<file path="src/rtl/sggoc_pkg.sv">
// Shared Game Gear / Master System core definitions: mapper register map,
// register layouts, slot reset values and ctrl bit positions.
package sggoc_pkg;

    localparam int MODE_SEGA        = 0;
    localparam int MODE_CODEMASTERS = 1;

    localparam logic [15:0] SEGA_CTRL_ADDR  = 16'hFFFC;
    localparam logic [15:0] SEGA_SLOT0_ADDR = 16'hFFFD;
    localparam logic [15:0] SEGA_SLOT1_ADDR = 16'hFFFE;
    localparam logic [15:0] SEGA_SLOT2_ADDR = 16'hFFFF;

    localparam logic [15:0] CM_SLOT0_ADDR = 16'h0000;
    localparam logic [15:0] CM_SLOT1_ADDR = 16'h4000;
    localparam logic [15:0] CM_SLOT2_ADDR = 16'h8000;

    localparam logic [7:0] SLOT0_RST = 8'h00;
    localparam logic [7:0] SLOT1_RST = 8'h01;
    localparam logic [7:0] SLOT2_RST = 8'h02;

    localparam int RAM_EN   = 3;
    localparam int RAM_BANK = 2;

    typedef enum logic [2:0] {
        REG_NONE,
        REG_CTRL,
        REG_SLOT0,
        REG_SLOT1,
        REG_SLOT2
    } reg_sel_e;

    function automatic reg_sel_e reg_decode(input logic [15:0] a, input int mode);
        reg_decode = REG_NONE;
        if (mode == MODE_CODEMASTERS) begin
            case (a)
                CM_SLOT0_ADDR: reg_decode = REG_SLOT0;
                CM_SLOT1_ADDR: reg_decode = REG_SLOT1;
                CM_SLOT2_ADDR: reg_decode = REG_SLOT2;
                default:       reg_decode = REG_NONE;
            endcase
        end else begin
            case (a)
                SEGA_CTRL_ADDR:  reg_decode = REG_CTRL;
                SEGA_SLOT0_ADDR: reg_decode = REG_SLOT0;
                SEGA_SLOT1_ADDR: reg_decode = REG_SLOT1;
                SEGA_SLOT2_ADDR: reg_decode = REG_SLOT2;
                default:         reg_decode = REG_NONE;
            endcase
        end
    endfunction

endpackage

</file>
<file path="src/rtl/sega_mapper.sv">
// Cartridge mapper: slot/ctrl registers with write-edge detection, and
// combinational translation of Z80 addresses to ROM or cartridge RAM.
module sega_mapper
    import sggoc_pkg::*;
#(
    parameter int ROM_ADDR_W  = 22,
    parameter int CRAM_ADDR_W = 15,
    parameter int MODE        = 0
) (
    input  logic                   clk,
    input  logic                   rst_n,
    input  logic                   wr,
    input  logic [15:0]            addr,
    input  logic [7:0]             di,
    output logic [ROM_ADDR_W-1:0]  rom_addr,
    output logic                   rom_cs,
    output logic [CRAM_ADDR_W-1:0] cram_addr,
    output logic                   cram_cs,
    output logic                   cram_we,
    output logic [7:0]             ctrl
);

    localparam int BANK_W = ROM_ADDR_W - 14;

    logic [7:0] slot0, slot1, slot2, ctrl_q;
    logic       wr_q;
    logic       strobe;
    reg_sel_e   sel;

    // wr_q resets high so a wr held across reset release cannot strobe
    assign strobe = wr & ~wr_q;

    always_comb begin
        sel = reg_decode(addr, MODE);
    end

    always_ff @(posedge clk or negedge rst_n) begin
        if (!rst_n) begin
            wr_q   <= 1'b1;
            slot0  <= SLOT0_RST;
            slot1  <= SLOT1_RST;
            slot2  <= SLOT2_RST;
            ctrl_q <= '0;
        end else begin
            wr_q <= wr;
            if (strobe) begin
                case (sel)
                    REG_CTRL:  ctrl_q <= di;
                    REG_SLOT0: slot0  <= di;
                    REG_SLOT1: slot1  <= di;
                    REG_SLOT2: slot2  <= di;
                    default:   ;
                endcase
            end
        end
    end

    assign ctrl = ctrl_q;

    // Truncating {slot, offset} to ROM_ADDR_W keeps only the low bank bits,
    // so oversized bank numbers wrap modulo the ROM size.
    always_comb begin
        rom_addr  = '0;
        rom_cs    = 1'b0;
        cram_addr = '0;
        cram_cs   = 1'b0;
        case (addr[15:14])
            2'b00: begin
                rom_cs = 1'b1;
                if (MODE == MODE_SEGA && addr[13:10] == 4'h0)
                    rom_addr = {{BANK_W{1'b0}}, addr[13:0]};
                else
                    rom_addr = ROM_ADDR_W'({slot0, addr[13:0]});
            end
            2'b01: begin
                rom_cs   = 1'b1;
                rom_addr = ROM_ADDR_W'({slot1, addr[13:0]});
            end
            2'b10: begin
                if (MODE == MODE_SEGA && ctrl_q[RAM_EN]) begin
                    cram_cs   = 1'b1;
                    cram_addr = CRAM_ADDR_W'({ctrl_q[RAM_BANK], addr[13:0]});
                end else begin
                    rom_cs   = 1'b1;
                    rom_addr = ROM_ADDR_W'({slot2, addr[13:0]});
                end
            end
            default: ;
        endcase
    end

    assign cram_we = wr & cram_cs;

endmodule
</file>
<file path="config.mk">
export PLATFORM = sky130hd
export DESIGN_NAME = sega_mapper
export DESIGN_NICKNAME = d
export VERILOG_FILES = /design/src/rtl/sggoc_pkg.sv /design/src/rtl/sega_mapper.sv
export SDC_FILE = /design/constraint.sdc
export NUM_CORES = 1
export LEC_CHECK = 0
export CAP_MARGIN = 20
export CORE_UTILIZATION = 41
export DETAILED_ROUTE_END_ITERATION = 7
export PLACE_DENSITY = 0.77
export SLEW_MARGIN = 10
export SYNTH_ARGS = -nofsm -noshare
export SYNTH_HDL_FRONTEND = slang
export SYNTH_SLANG_ARGS = --single-unit
export TNS_END_PERCENT = 10
</file>
<file path="constraint.sdc">
create_clock -name clk -period 2 [get_ports clk]
set_input_delay 0.3 -clock clk [delete_from_list [all_inputs] [get_ports clk]]
set_output_delay 0.3 -clock clk [all_outputs]
set_load 0.05 [all_outputs]
</file>
Yosys cells after proc, flatten, opt, wreduce, memory -nomap -nowiden

Index checks and enable logic that the tools add are counted.

Mux-type cells: 10
Div/mod/pow operators: 0
Add/subtract/negate cells: 0
$lt $le $gt $ge: 0
$mul: 0
Equal/unequal tests: 10
Bitwise gates (word level): 3
Shift operators: 0
Reductions and logical operators: 7

Operator list:

| kind                                                                   | number |
|---|---|
| 22-bit one-hot mux with 3 select lines                                 | 1 |
| 16-bit equality test (second input constant)                           | 4 |
| 22-bit 2-to-1 mux                                                      | 2 |
| 15-bit 2-to-1 mux                                                      | 2 |
| 3-bit one-hot mux with 4 select lines                                  | 1 |
| 2-bit AND reduction                                                    | 4 |
| 3-bit by 2-bit equality test with 1-bit output (second input constant) | 2 |
| 4-bit zero test                                                        | 1 |
| 3-bit by 1-bit equality test with 1-bit output (second input constant) | 1 |
| 3-bit equality test (second input constant)                            | 1 |
| 1-bit 2-to-1 mux                                                       | 3 |
| 1-bit bitwise AND                                                      | 2 |
| 2-bit by 1-bit equality test with 1-bit output (second input constant) | 1 |
| 2-bit equality test (second input constant)                            | 1 |
| 2-bit zero test                                                        | 1 |
| 1-bit one-hot mux with 2 select lines                                  | 1 |
| 2-bit OR reduction                                                     | 1 |
| 1-bit NOT                                                              | 1 |

Memories: 0
Output and inout port bits: 48
Register bits: 33
RAM bits: 0
Logic and storage cells: 35
Memory bits (read-only): 0
Latch bits: 0
Input port bits: 27

Logic depth before layout (Yosys ltp)

Gate-level depths: netlist of the first run.

Depth in word-level cells: 4
Depth in mapped cells: 4
Gate-level depth less buffers: 4

Least setup slack after synthesis of the first run

OpenSTA, ideal clock, no wires.

Path kind: reg2out
Start point: reg ctrl_q[3] (netlist: ctrl[3])
End point: out cram_addr[10]
Stages on the path, launching flop included: 5
Path slack: -0.451 ns
Data required time: 1.700 ns
Buffers on the path: 2
Data arrival time: 2.151 ns
Path through: dfrtp_1 and3b_1 clkbuf_1 clkbuf_1 and2_1

Word-level cells in the longest chain between the ends: 2

RTL lines:

| element                  | line              | source |
|---|---|---|
| start: declaration       | sega_mapper.sv:25 | `logic [7:0] slot0, slot1, slot2, ctrl_q;` |
| start signal: assignment | sega_mapper.sv:48 | `REG_CTRL: ctrl_q <= di;` |
| 15-bit 2-to-1 mux        | sega_mapper.sv:80 | `if (MODE == MODE_SEGA && ctrl_q[RAM_EN]) begin` |
| 15-bit 2-to-1 mux        | sega_mapper.sv:67 | `case (addr[15:14])` |
| end: declaration         | sega_mapper.sv:17 | `output logic [CRAM_ADDR_W-1:0] cram_addr,` |

No other way between the ends.

Worst setup path after layout of the first run

Start point: reg ctrl_q[3] (netlist: ctrl[3])
End point: out rom_addr[10]

Word-level cells in the longest chain between the ends: 2

RTL lines:

| element                                | line              | source |
|---|---|---|
| 22-bit 2-to-1 mux                      | sega_mapper.sv:80 |  |
| 22-bit one-hot mux with 3 select lines | sega_mapper.sv:67 |  |
| end: declaration                       | sega_mapper.sv:15 | `output logic [ROM_ADDR_W-1:0] rom_addr,` |

No other way between the ends.

==> results of run 1 <==
-- worst max-delay path, delay by kind of cell, from the launching register on --
kind            cells  cell delay (ns)
flops               1             0.41
simple gates        1             0.21
buf+inv             3             0.53
compound gates      1             0.19
-- logic make-up after synthesis --
logic type	Yosys count	synth area share, %
flops	33	50.8
simple gates	45	19.2
compound gates	9	5.21
mux	32	22.1
buf+inv	12	2.76
-- power breakdown --
group	internal, mW	total (mW)	switching [mW]
combinational	0.145	0.301	0.156
clock	0.406	0.639	0.234
sequential	0.670	0.670	0.000200
total	1.22	1.61	0.390
-- what timing repair did --
item                                    CTS  global route
pin swaps                                 4             3
resized for setup                        19             5
endpoints found under the hold margin     0             0
buffers inserted                          0             1
endpoints found under the setup margin    8             6
-- flip-flops by register name (all words and copies together) (netlist names) --
signal / cells
ctrl: 8
slot0: 8
slot1: 8
slot2: 8
wr_q: 1
-- how the worst max path moves through the flow --
| stage | end | cells after the start |
|---|---|---|
| after CTS | rom_addr[18] | 6 |
| after global placement | rom_addr[16] | 6 |
| after global routing | rom_addr[10] | 5 |
| after floorplan | rom_addr[6] | 3 |
| final | rom_addr[10] | 5 |
| after detailed placement | rom_addr[16] | 6 |
-- layout make-up --
| class | count | area [sq um] | share of cell area, % |
|---|---|---|---|
| Multi-Input combinational cell | 86 | 831 | 26.8 |
| Timing Repair Buffer | 86 | 1230 | 39.6 |
| Clock inverter | 1 | 30.0 | 0.970 |
| Tap cell | 48 | 60.1 | 1.94 |
| Antenna cell | 1 | 2.50 | 0.0808 |
| Inverter | 8 | 30.0 | 0.970 |
| Clock buffer | 7 | 86.3 | 2.79 |
| Sequential cell | 33 | 830 | 26.8 |
-- placed cells by master, fill, tap and decap left out, drive strengths merged, types with 3 or more instances in the layout --
cell,count
dfrtp,30
a222oi,8
mux2,32
dfstp,3
inv,8
nand4,3
and2,30
clkbuf,8
clkdlybuf4s50,28
buf,54
-- per-layer routing --
layer / track usage, % / wire (microns) / vias up
li1: - / - / 649
met1: 27.4 / 1920 / 684
met2: 41.1 / 2280 / 81
met3: 10.4 / 492 / 12
met4: 9.78 / 131 / 0
met5: 0 / 0 / -
-- stage by stage --
stage	TNS, ns	setup slack (ns)
global placement	-9.61	-0.505
global route	0	0.00331
detailed placement	-11.57	-0.617
CTS	0	0.0225
floorplan	-0.823	-0.118
finish	0	0.0508
-- cells in the mapped netlist, types with 2 or more instances --
library cell	n	area (sq um)
mux2_2	32	360
and2_1	30	188
dfrtp_1	30	751
a222oi_1	8	80.1
inv_1	8	30.0
clkbuf_1	3	11.3
dfstp_2	3	78.8
nand4_1	3	18.8
nand3b_2	2	22.5
==> out/qor_table.md, run 1 <==
| Stage | Metric | Reported |
|---|---|---|
| run status | Outcome | finished clean |
| min path | Classification of the worst-slack hold path | in -> async |
| worst setup path | Critical Path AT | 1.65 ns |
| worst setup path | Cell repeated most along the worst path | buf_4 |
| die | # rows | 22 |
| die | Die Outline Area | 4240 sq um |
| sta | Max Clock Skew | 0.00589 ns |
| route | Post-DR wirelength/cell | 17.8 microns |
| clocking | Clock Root Buffer | clkbuf_8 |
| clocking | Register clock-pin slew on the reported worst setup and hold paths | 0.07 ns |
| sta | Worst hold margin | 0.414 ns |
| clocking | Post-cts hold buffer count | 0 |
| global route | Pin count of the biggest net entering global routing | 34 |
| yosys | Ys flop type | dfrtp_1 |
| worst setup path | Capturing point of the worst reg2reg path | slot2[3] |
| route | Detailed Routing Iterations Pass 1 | 4 |
| worst setup path | Worst R2R Start | wr_q |
| worst setup path | Class of the most critical setup path | reg -> out |
| yosys | Synthesized instance count | 131 |
| worst setup path | Highest cell delay on the worst timing path | 0.41 ns |
| die | Number of top-level design ports | 75 |
| placement | Instance count after placement with tap cells included | 260 |
| pwr | Tot Pwr | 1.61 mW |
| worst setup path | Nature of the critical path endpoint | primary output |
| yosys | Synthesized area | 1630 sq um |
| yosys | Count of different cell masters after synthesis | 21 |
| sta | Number of hold-slack violations in the final timing report | 0 |
| placement | Count of input and output buffers | 74 |
| sta | Shortest period the worst path allows | 1.95 ns |
| yosys | Async set or reset register ratio after synthesis | 100% |
| sta | Peak Freq | 513 MHz |
| worst setup path | Critical path required time | 1.70 ns |
| yosys | Yosys warning total | 0 |
| placement | Placer congestion estimate | 0.762 |
| die | Core area | 3740 sq um |
| clocking | Number of buffers inserted during clock tree synthesis | 5 |
| global route | Number of antenna violations at the first check in global routing | 1 |
| global route | Vias in the first global route | 1528 |
| sta | Share of the clock period used by the worst path after layout | 97.5% |
| placement | Half-perimeter wire length of the detailed placement result | 3590 microns |
| route | Residual DRC count | 0 |
| yosys | Yosys reg bits | 33 |
| cells and area | Non-filler instance count after layout | 270 |
| clocking | # H-tree levels | 2 |
| yosys | Synthesized area per cell | 12.5 sq um |
| worst setup path | Slack of the worst reg-to-reg path | 0.27 ns |
| route | Post-detailed-route via-to-cell ratio | 5.28 |
| clocking | Number of clock sinks | 33 |
| sta | Setup repair after global routing missed its margin | no |
| worst setup path | Peak fanout along the critical path | 15 |
| worst setup path | Sequence of cells on the critical path | buf_4 -> o21ai_0 -> buf_4 -> and2_1 -> buf_12 |
| route | Antenna viol nets, final | 0 |
| global route | Total GRT Usage | 24.5% |
| global route | Global-route wire length before repair | 7600 microns |
| clocking | Max Root-Sink Buffers | 2 |
| die | Die H | 65.1 microns |
| pwr | Worst IR drop on VDD | 0.969 mV |
| cells and area | Total of fill cells in the finished design | 203 |
| pwr | Leakage power of the design | 1.49 nW |
| worst setup path | Slowest cell on the critical path | dfrtp_1 |
| sta | Transition time at the pin with the least slew margin | 0.499 ns |
| sta | Final setup vio count | 0 |
| clocking | Clock tree from TritonCTS | yes |
| cells and area | Relative area change from synthesis to final layout | 89.6% |
| clocking | Clock network latency to the later pin of the worst-skew pair | 0.29 ns |
| worst setup path | Cell count of the worst reg-to-reg path | 5 |
| yosys | Nets in the synthesized netlist | 158 |
| worst setup path | Critical Path Source Type | flop |
| route | Via count of the routed design | 1426 |
| cells and area | Share of layout cells above drive strength 1 | 54.8% |
| die | Die outline width | 65.1 microns |
| placement | Instance area at placement | 2930 sq um |
| route | Initial detailed-routing violation count | 41 |
| cells and area | Finished Cell Area | 3100 sq um |
| flow run | Maxcap violations | 0 |
| yosys | Number of enable-type register cells in the synthesized netlist | 0 |
| die | Starting density of the core | 43.6% |
| route | Routed WL | 4820 microns |
| cells and area | Layout Nets | 247 |
| sta | Pins Over Slew Limit | 0 |
| yosys | Portion of the post-synthesis area used by sequential elements | 50.8% |
| worst setup path | Start point of the critical path | ctrl[3] |
| pwr | PwrDens | 520 nW/um^2 |
| cells and area | Final core utilization | 82.7% |
| sta | Slew headroom | 66.6% |
| global route | Total grt overflow | 0 |
(Power assumes the default switching activity.)
==> run 2: changes to the inputs <==
--- a/config.mk
+++ b/config.mk
@@ -9,6 +9,7 @@
 export CORE_UTILIZATION = 41
 export DETAILED_ROUTE_END_ITERATION = 7
 export PLACE_DENSITY = 0.77
+export RECOVER_POWER = 50
 export SLEW_MARGIN = 10
 export SYNTH_ARGS = -nofsm -noshare
 export SYNTH_HDL_FRONTEND = slang
==> run 2 against run 1 <==
Global-route usage unchanged. Design area down 1.5%. Highest routed layer unchanged. Cell count unchanged. Utilization down 1.3 points. Non-clock buffer count unchanged. Register-to-register slack about the same. Largest cell class unchanged. Hold slack better by 0.084 ns. Sequential cell count unchanged. Sequential power about the same.
==> out/qor_table.md, run 2 (synthesis gave the netlist of run 1 again) <==
| Stage | Metric | Reported | Change |
|---|---|---|---|
| sta | Number of hold-slack violations in the final timing report | 0 | unchanged |
| sta | Final setup vio count | 0 | unchanged |
| sta | Setup repair after global routing missed its margin | no | unchanged |
| clocking | Clock tree from TritonCTS | yes | unchanged |
| pwr | Leakage power of the design | 1.51 nW | was 1.49 nW |
| route | Initial detailed-routing violation count | 44 | was 41 |
| sta | Shortest period the worst path allows | 1.95 ns | about the same |
| clocking | Number of clock sinks | 33 | unchanged |
| sta | Worst hold margin | 0.498 ns | was 0.414 ns |
| global route | Pin count of the biggest net entering global routing | 34 | unchanged |
| min path | Classification of the worst-slack hold path | reg -> reg | was in -> async |
| worst setup path | Cell repeated most along the worst path | buf_4 | unchanged |
| sta | Setup Total Neg Slack | 0 ns | unchanged |
| clocking | Post-cts hold buffer count | 0 | unchanged |
| die | Core area | 3740 sq um | unchanged |
| placement | Instance area at placement | 2930 sq um | unchanged |
| die | Die outline width | 65.1 microns | unchanged |
| cells and area | Layout Nets | 247 | unchanged |
| worst setup path | Class of the most critical setup path | reg -> out | unchanged |
| worst setup path | Cell count of the worst reg-to-reg path | 5 | unchanged |
| worst setup path | Slack of the worst reg-to-reg path | 0.27 ns | about the same |
| worst setup path | Worst path bufs/invs | 3 | unchanged |
| clocking | Number of buffers inserted during clock tree synthesis | 5 | unchanged |
| global route | Number of antenna violations at the first check in global routing | 1 | unchanged |
| clocking | Clock network latency to the later pin of the worst-skew pair | 0.29 ns | about the same |
| worst setup path | Worst R2R Start | wr_q | unchanged |
| route | Via count of the routed design | 1424 | was 1426 |
| clocking | Max Root-Sink Buffers | 2 | unchanged |
| clocking | Register clock-pin slew on the reported worst setup and hold paths | 0.07 ns | about the same |
| worst setup path | Peak fanout along the critical path | 15 | unchanged |
| die | # rows | 22 | unchanged |
| pwr | PwrDens | 528 nW/um^2 | was 520 nW/um^2 |
| pwr | Tot Pwr | 1.61 mW | about the same |
| sta | Worst Slack Setup Final | 0.0527 ns | was 0.0508 ns |
| route | Antenna viol nets, final | 0 | unchanged |
| global route | Total GRT Usage | 24.5% | unchanged |
| cells and area | Share of layout cells above drive strength 1 | 54.8% | unchanged |
| die | Die H | 65.1 microns | unchanged |
| route | Post-detailed-route via-to-cell ratio | 5.27 | was 5.28 |
| cells and area | Non-filler instance count after layout | 270 | unchanged |
| worst setup path | Capturing instance or port of the critical path | rom_addr[10] | unchanged |
| sta | Peak Freq | 514 MHz | was 513 MHz |
| worst setup path | Capturing point of the worst reg2reg path | slot2[3] | unchanged |
| cells and area | Most frequent standard cell in the layout excluding fill and tap cells | buf_12 | unchanged |
| route | Residual DRC count | 0 | unchanged |
| placement | Count of input and output buffers | 74 | unchanged |
| clocking | Clock Root Buffer | clkbuf_8 | unchanged |
| placement | Placer congestion estimate | 0.762 | unchanged |
| min path | Hold path depth | 1 |  |
| cells and area | Top library cells by usage in the layout, fill and taps aside | buf_12 (38), mux2_2 (32), dfrtp_1 (30) | was buf_12 (41), mux2_2 (32), dfrtp_1 (30) |
| worst setup path | Nature of the critical path endpoint | primary output | unchanged |
| route | Routed WL | 4820 microns | about the same |
| sta | Max Clock Skew | 0.00549 ns | was 0.00589 ns |
| route | Post-DR wirelength/cell | 17.8 microns | about the same |
| placement | Instance count after placement with tap cells included | 260 | unchanged |
| global route | Global-route wire length before repair | 7600 microns | unchanged |
| sta | Slew headroom | 48.9% | was 66.6% |
| global route | Vias in the first global route | 1528 | unchanged |
| sta | Pins Over Slew Limit | 0 | unchanged |
| worst setup path | Highest cell delay on the worst timing path | 0.41 ns | about the same |
| die | Die Outline Area | 4240 sq um | unchanged |
| worst setup path | Critical Path AT | 1.65 ns | about the same |
| worst setup path | Start point of the critical path | ctrl[3] | unchanged |
| worst setup path | Critical Path Source Type | flop | unchanged |
| clocking | # H-tree levels | 2 | unchanged |
| worst setup path | Number of cells on the critical path | 5 | unchanged |
| die | Starting density of the core | 43.6% | unchanged |
| cells and area | Finished Cell Area | 3050 sq um | was 3100 sq um |
| worst setup path | Critical path required time | 1.70 ns | about the same |
| cells and area | FF+latch area | 830 sq um | unchanged |
| die | Number of top-level design ports | 75 | unchanged |
| sta | Share of the clock period used by the worst path after layout | 97.4% | was 97.5% |
| run status | Outcome | finished clean | unchanged |
| sta | Transition time at the pin with the least slew margin | 0.766 ns | was 0.499 ns |
| flow run | Maxcap violations | 0 | unchanged |
| cells and area | Total of fill cells in the finished design | 209 | was 203 |
| placement | Half-perimeter wire length of the detailed placement result | 3590 microns | unchanged |
| cells and area | Final core utilization | 81.4% | was 82.7% |
| global route | Total grt overflow | 0 | unchanged |
| worst setup path | Slowest cell on the critical path | dfrtp_1 | unchanged |
| placement | Minimum setup slack after placement | -0.617 ns | unchanged |
| worst setup path | Sequence of cells on the critical path | buf_4 -> o21ai_0 -> buf_4 -> and2_1 -> buf_12 | unchanged |
| cells and area | Multi-input logic area | 831 sq um | unchanged |
| route | Detailed Routing Iterations Pass 1 | 5 | was 4 |
| worst setup path | Largest delay share family, worst path | buffers and inverters | unchanged |
| pwr | Worst IR drop on VDD | 0.968 mV | was 0.969 mV |
| cells and area | Relative area change from synthesis to final layout | 86.7% | was 89.6% |
-- run 2: report_power, final --
group	total, mW	internal [mW]	switching [mW]
clock network	0.639	0.406	0.234
logic	0.300	0.143	0.157
registers	0.670	0.670	0.000198
-- run 2: repair_timing --
| action | 4_1_cts | 5_1_grt |
|---|---|---|
| buffers inserted | 0 | 1 |
| setup endpoints to repair | 8 | 6 |
| pin swaps | 4 | 3 |
| resized for setup | 19 | 5 |
| gates cloned | 0 | 0 |
-- run 2: worst min-delay path by stage --
stage               startpoint  endpoint  slack, ns
CTS                      rst_n  slot2[4]       0.42
detailed placement    slot0[6]  slot0[6]       0.49
floorplan                rst_n   ctrl[0]      0.004
global route          slot2[7]  slot2[7]       0.51
finish                 ctrl[4]   ctrl[4]       0.50
global placement       ctrl[7]   ctrl[7]       0.49
-- run 2: cell type report --
class / instances / share of cell area (%)
Antenna cell: 1 / 0.0821
Clock buffer: 7 / 2.83
Clock inverter: 1 / 0.985
Inverter: 8 / 0.985
Multi-Input combinational cell: 86 / 27.3
Sequential cell: 33 / 27.2
Tap cell: 48 / 1.97
Timing Repair Buffer: 86 / 38.7
-- run 2: layer usage --
metal	up-vias	wire [microns]	part of all wire, %	GRT usage [%]
li1	650	-	-	-
met3	12	478	9.9	10.4
met5	-	0	0	0
met1	687	1930	40	27.4
met2	75	2280	47	41.1
met4	0	131	2.7	9.78
-- run 2: worst reg2reg max path, stage by stage, from the launching register on --
cell and delay, ns:
dfstp_2 0.36, nand4b_1 0.21, nor4_4 0.27, buf_4 0.18, nand3_2 0.24, mux2_2 0.36
